[src/rtl/queue_uart_tx.sv]
// queue_uart_tx: drain stage for the USB OUT-data byte queue. Pops one byte
// whenever the queue is non-empty and the block is enabled, then sends it
// LSB-first as asynchronous serial with optional parity and 1 or 2 stop bits.
// Every output comes straight from a flop; no input reaches an output
// combinationally.
module queue_uart_tx #(
    parameter int CLKS_PER_BIT = 417,  // clk48mhz cycles per serial bit, 2..65535
    parameter int PARITY       = 0,    // 0 = none, 1 = odd, 2 = even
    parameter int STOP_BITS    = 1     // 1 or 2
) (
    input  logic        clk48mhz,
    input  logic        rst,
    input  logic        enable,
    input  logic        q_empty,
    input  logic [7:0]  q_data,
    output logic        q_r_clk,
    output logic        uart,
    output logic        busy,
    output logic [15:0] bytes_sent
);

    typedef enum logic [2:0] {
        ST_IDLE,
        ST_POP,
        ST_WAIT,
        ST_START,
        ST_DATA,
        ST_PARITY,
        ST_STOP
    } state_t;

    localparam logic [15:0] BAUD_LAST = 16'(CLKS_PER_BIT - 1);
    localparam logic [2:0]  STOP_LAST = 3'(STOP_BITS - 1);

    logic [1:0]  rst_sync;
    logic        rst_n_int;

    state_t      state, state_n;
    logic [15:0] baud_cnt, baud_n;
    logic [2:0]  bit_cnt, bit_n;
    logic [7:0]  shreg, shreg_n;
    logic        par_bit, par_n;
    logic        uart_n;
    logic        q_r_clk_n;
    logic [15:0] bytes_n;
    logic        bit_done;

    // Reset release synchroniser: low rst clears everything at once, release
    // reaches the datapath two clk48mhz edges after rst goes high.
    always_ff @(posedge clk48mhz or negedge rst) begin
        if (!rst) begin
            rst_sync <= 2'b00;
        end else begin
            rst_sync <= {rst_sync[0], 1'b1};
        end
    end

    assign rst_n_int = rst_sync[1];

    // The baud counter restarts at every bit boundary, so bit widths never drift.
    assign bit_done = (baud_cnt == BAUD_LAST);

    // State, counters, shift register and all registered outputs.
    always_ff @(posedge clk48mhz or negedge rst_n_int) begin
        if (!rst_n_int) begin
            state      <= ST_IDLE;
            baud_cnt   <= '0;
            bit_cnt    <= '0;
            shreg      <= '0;
            par_bit    <= 1'b0;
            uart       <= 1'b1;
            q_r_clk    <= 1'b0;
            busy       <= 1'b0;
            bytes_sent <= '0;
        end else begin
            // NOTE: flops take non-blocking assignments so every register sees
            // the pre-edge values of the others, whatever the statement order.
            state      <= state_n;
            baud_cnt   <= baud_n;
            bit_cnt    <= bit_n;
            shreg      <= shreg_n;
            par_bit    <= par_n;
            uart       <= uart_n;
            q_r_clk    <= q_r_clk_n;
            busy       <= (state_n != ST_IDLE);
            bytes_sent <= bytes_n;
        end
    end

    // Next-state, next-counter and next-output decode for the frame sequencer.
    always_comb begin
        // NOTE: every variable gets its hold value first, so no path through
        // the case below can leave one unassigned and infer a latch.
        state_n   = state;
        baud_n    = baud_cnt;
        bit_n     = bit_cnt;
        shreg_n   = shreg;
        par_n     = par_bit;
        uart_n    = uart;
        q_r_clk_n = 1'b0;
        bytes_n   = bytes_sent;

        case (state)
            ST_IDLE: begin
                uart_n = 1'b1;
                if (enable && !q_empty) begin
                    q_r_clk_n = 1'b1;
                    state_n   = ST_POP;
                end
            end

            // The queue pops on the q_r_clk rising edge; give it a cycle to settle.
            ST_POP: begin
                state_n = ST_WAIT;
            end

            ST_WAIT: begin
                shreg_n = q_data;
                par_n   = (PARITY == 1) ? ~^q_data : ^q_data;
                uart_n  = 1'b0;
                baud_n  = '0;
                state_n = ST_START;
            end

            ST_START: begin
                if (bit_done) begin
                    baud_n  = '0;
                    bit_n   = '0;
                    uart_n  = shreg[0];
                    state_n = ST_DATA;
                end else begin
                    baud_n = baud_cnt + 16'd1;
                end
            end

            ST_DATA: begin
                if (bit_done) begin
                    baud_n = '0;
                    if (bit_cnt == 3'd7) begin
                        bit_n = '0;
                        if (PARITY != 0) begin
                            uart_n  = par_bit;
                            state_n = ST_PARITY;
                        end else begin
                            uart_n  = 1'b1;
                            state_n = ST_STOP;
                        end
                    end else begin
                        bit_n   = bit_cnt + 3'd1;
                        shreg_n = {1'b0, shreg[7:1]};
                        uart_n  = shreg[1];
                    end
                end else begin
                    baud_n = baud_cnt + 16'd1;
                end
            end

            ST_PARITY: begin
                if (bit_done) begin
                    baud_n  = '0;
                    bit_n   = '0;
                    uart_n  = 1'b1;
                    state_n = ST_STOP;
                end else begin
                    baud_n = baud_cnt + 16'd1;
                end
            end

            ST_STOP: begin
                uart_n = 1'b1;
                if (bit_done) begin
                    baud_n = '0;
                    if (bit_cnt == STOP_LAST) begin
                        bit_n   = '0;
                        bytes_n = bytes_sent + 16'd1;
                        state_n = ST_IDLE;
                    end else begin
                        bit_n = bit_cnt + 3'd1;
                    end
                end else begin
                    baud_n = baud_cnt + 16'd1;
                end
            end

            default: begin
                state_n = ST_IDLE;
            end
        endcase
    end

endmodule
[config.mk]
export PLATFORM = sky130hd
export DESIGN_NAME = queue_uart_tx
export DESIGN_NICKNAME = d
export VERILOG_FILES = /design/src/rtl/queue_uart_tx.sv
export SDC_FILE = /design/constraint.sdc
export NUM_CORES = 1
export LEC_CHECK = 0
export CAP_MARGIN = 30
export CORE_MARGIN = 2
export CORE_UTILIZATION = 28
export CTS_BUF_LIST = sky130_fd_sc_hd__clkbuf_8
export DETAILED_ROUTE_END_ITERATION = 16
export SYNTH_ARGS = -nofsm -noshare
export SYNTH_HDL_FRONTEND = slang
export SYNTH_SLANG_ARGS = --single-unit
[constraint.sdc]
create_clock -name clk48mhz -period 1.6 [get_ports clk48mhz]
set_input_delay 0.16 -clock clk48mhz [delete_from_list [all_inputs] [get_ports clk48mhz]]
set_output_delay 0.16 -clock clk48mhz [all_outputs]
set_load 0.05 [all_outputs]
==> qor_table.md <==
| Step | Item | This run |
|---|---|---|
| outcome | Outcome | finished, violations left |
| outcome | Violations in the final reports | negative setup slack |
| placement | Port Buffer Count | 30 |
| clock network | TritonCTS clock tree | built |
| timing | Clock tree skew after final layout | 0.00926 ns |
| power and ir drop | Sequential fraction of design power | 60.2% |
| floorplanning | Row count | 37 |
| final layout | ANT cells | 0 |
| timing | Final Hold Slack | 0.244 ns |
| timing | Minimum clock period after layout | 1.92 ns |
| clock network | Count of H-tree levels built during CTS | 2 |
| power and ir drop | Worst vdd rail ir drop | 0.319 mV |
| worst setup path | Worst setup startpoint | baud_cnt[0] |
| yosys | Cell type with the largest total area after synthesis | sky130_fd_sc_hd__dfrtp_1 |
| clock network | Worst-case clock buffer depth | 2 |
| floorplanning | Area of the die | 11200 um2 |
| yosys | Most instantiated library cell after synthesis | sky130_fd_sc_hd__dfrtp_1 |
| placement | Cell area after placement | 3810 um2 |
| detailed routing | DR vias/cell | 5.09 |
| detailed routing | DRT Pass-1 Iters | 4 |
| power and ir drop | Switching power | 476 uW |
| worst setup path | Worst r2r path cells | 8 |
| yosys | Syn. warnings | 0 |
| yosys | Most numerous cell types in the synthesized netlist | sky130_fd_sc_hd__dfrtp_1 (50), sky130_fd_sc_hd__nand2_1 (23), sky130_fd_sc_hd__nand3_1 (18) |
| timing | Fmax | 521 MHz |
| timing | Total negative slack | -8.88 ns |
| floorplanning | Vertical die dimension | 106 um |
| power and ir drop | Power share of the clock group | 36.0% |
| floorplanning | Top-level I/O count | 31 |
| global routing | Total routing resource utilization after global routing | 13.7% |
| worst setup path | Startpoint kind of the worst setup timing path | flop |
| global routing | Antenna violations before repair | 0 |
| timing | Number of endpoints with negative hold slack in the final report | 0 |
| clock network | Clock root buffer | sky130_fd_sc_hd__clkbuf_8 |
| detailed routing | DRT antenna net count | 0 |
| yosys | Syn avg cell area | 9.91 um2 |
| power and ir drop | Internal power | 1.70 mW |
| yosys | Predominant post-synthesis flop cell | sky130_fd_sc_hd__dfrtp_1 |
| final layout | Post-route insts no fill | 522 |
| worst setup path | FF-to-FF setup slack | -0.32 ns |
| detailed routing | Number of vias after detailed routing | 2655 |
| power and ir drop | Total power | 2.17 mW |
| worst setup path | Worst setup path class | flop to flop |
| final layout | Area overhead of the layout relative to synthesis | 43.8% |
| detailed routing | Average detailed-routed wire length per instance | 14.2 um |
| clock network | Clock-pin slew on the worst setup and hold paths | 0.09 ns |
| timing | Final count of pins violating max slew | 0 |
| global routing | Overflow left after global routing | 0 |
| global routing | Global-route wire length before repair | 12.6 mm |
| clock network | Clock buffers created by TritonCTS | 5 |
| global routing | Number of global-route vias before repair | 2643 |
| final layout | Final-stage net count | 403 |
| power and ir drop | Power density of the placed cells | 519 nW/um2 |
| yosys | Post-synth EDFFs | 0 |
| yosys | Unique masters post-synth | 57 |
| yosys | Post-synthesis sequential element count | 51 |
| worst setup path | Critical path peak fanout | 8 |
| yosys | Cell area after technology mapping | 2910 um2 |
| global routing | Largest net degree at the start of global routing | 34 |
| worst setup path | Type of destination of the critical path | flop |
| detailed routing | Drc violations | 0 |
| final layout | Post-route cell area | 4190 um2 |
| yosys | Area fraction of the dominant cell type after synthesis | 43.0% |
| worst setup path | Endpoint required time on the critical path | 1.80 ns |
| timing | Final setup violating endpoints | 45 |
| job | Number of maximum-capacitance violations | 0 |
| yosys | Instance count of the mapped netlist | 294 |
| placement | Sum of net half-perimeters after detailed placement | 5.28 mm |
| placement | Final Wtd Congestion | 0.847 |
| power and ir drop | Switching part of the total | 21.9% |
| worst hold path | Min-delay worst type | flop to async pin |
| detailed routing | Final WL | 7.39 mm |
| clock network | Clock sink total | 51 |
| floorplanning | Die Width | 106 um |
| clock network | Insertion delay of the later-clocked pin in the worst-skew pair | 0.31 ns |
| floorplanning | Initial core utilization | 28.5% |
| yosys | Sequential share of the synthesized area | 43.9% |
| timing | Slack of the critical path | -0.318 ns |
| placement | Placed Cells incl. Taps | 507 |
| floorplanning | Core area | 10200 um2 |
| detailed routing | DRC marker count from the first detailed-route iteration | 123 |
| power and ir drop | Combinational share of power | 3.8% |
| timing | Fraction of the cycle the final worst path needs | 120% |
| worst setup path | Worst Path Arrival | 2.12 ns |
| final layout | Share of layout cells above drive strength 1 | 40.4% |
| yosys | Net count after synthesis | 312 |
| worst setup path | Worst r2r src | baud_cnt[0] |
| worst setup path | End of the worst register-to-register path | shreg[7] |
| yosys | Cell types occupying the most area after synthesis | sky130_fd_sc_hd__dfrtp_1 (43%), sky130_fd_sc_hd__mux2_2 (6.2%), sky130_fd_sc_hd__xor2_1 (4.5%), sky130_fd_sc_hd__a31oi_1 (3.7%), sky130_fd_sc_hd__nand3_1 (3.1%) |
| yosys | Async set-reset flop share out of synthesis | 100% |
| timing | Unrepaired setup endpoints after global routing | yes |
| power and ir drop | Leakage power figure | 1.92 nW |
## stage by stage
step / utilization [%] / setup WS [ns]
after global routing: 40.9 / -0.442
after CTS: 39.4 / -0.340
after detailed placement: 37.2 / -0.352
after floorplan: - / -0.258
final: 40.9 / -0.318
after global placement: 37.2 / -0.323
## final cells by class
type / instances / area [um2]
multi-input cells: 211 / 1720
flip-flops and latches: 51 / 1280
fillers: 992 / 6040
clock buffers: 6 / 82.6
repair buffers: 102 / 867
clock inverters: 2 / 12.5
well taps: 136 / 170
inverters: 14 / 52.6
## routing by layer
layer	global-route usage (%)	share of wire, %	vias up
li1	-	-	1281
met1	18.5	47	1293
met2	21.8	47	69
met3	2.58	3.9	12
met4	4.98	1.6	0
met5	0	0	-
## worst max-delay path by stage
stage,to,slack [ns],cells past startpoint
floorplan,bytes_sent[1],-0.26,7
global placement,shreg[2],-0.32,8
detailed placement,shreg[0],-0.35,8
CTS,shreg[3],-0.34,8
global route,shreg[4],-0.44,8
finish,shreg[7],-0.32,8
## worst max-delay path, stage by stage, from the launching register on
cell,delay (ns)
sky130_fd_sc_hd__dfrtp_1,0.39
sky130_fd_sc_hd__inv_1,0.06
sky130_fd_sc_hd__ha_1,0.12
sky130_fd_sc_hd__and4bb_2,0.24
sky130_fd_sc_hd__nand4_1,0.12
sky130_fd_sc_hd__buf_6,0.16
sky130_fd_sc_hd__o32ai_4,0.23
sky130_fd_sc_hd__buf_12,0.17
sky130_fd_sc_hd__mux2_2,0.33
## placed cells by master, fill, tap and decap left out, drive strengths merged, types with 2 or more instances in the layout
cell type      instances
buf                   90
mux2                  17
o211ai                 4
xor2                  15
and3                   4
o221ai                 2
nand4                  9
inv                   14
and4                   3
and2                   4
nor2                   7
or4                    5
o32ai                  3
ha                     6
nand3b                 3
nor4                  10
nand3                 18
xnor2                  2
nand2                 23
clkdlybuf4s50         11
nor2b                  3
nor4b                  4
dfrtp                 50
o2bb2ai                3
a21oi                  7
a31oi                 17
or3                    3
nor3                  11
o21ai                 10
clkinv                 2
clkbuf                 6
## cells by family after synthesis
family,after synthesis,share of synthesized area [%]
buffers and inverters,32,4.60
muxes,18,6.92
xor gates and xnor gates,17,5.11
adders and majority gates,6,2.58
DFF,51,43.9
and+or+nand+nor,112,22.9
other,1,0.129
AOI/OAI and AO/OA,57,14.0
## power groups by stage
| stage | Combinational, mW | Sequential (mW) | Clock (mW) |
|---|---|---|---|
| 2_1_floorplan | 0.0197 | 1.35 | 0 |
| 3_3_place_gp | 0.0807 | 1.33 | 0 |
| 3_5_place_dp | 0.0816 | 1.33 | 0 |
| 4_1_cts | 0.0847 | 1.31 | 0.804 |
| 5_1_grt | 0.0923 | 1.31 | 0.865 |
| 6_report | 0.0819 | 1.31 | 0.783 |
## registers in the layout (all words and copies together), names as in the netlist
register / count
baud_cnt: 16
bit_cnt: 3
busy: 1
bytes_sent: 16
q_r_clk: 1
rst_sync: 2
shreg: 8
state: 3
uart: 1
## repair_timing
action	CTS	global route
hold buffers	1	0
resized for setup	24	23
pin swaps	9	7
endpoints found under the setup margin	48	48
cloned	0	0
buffers inserted	2	4
hold endpoints to repair	2	0
Note: power is estimated with default switching activity, not from simulation.
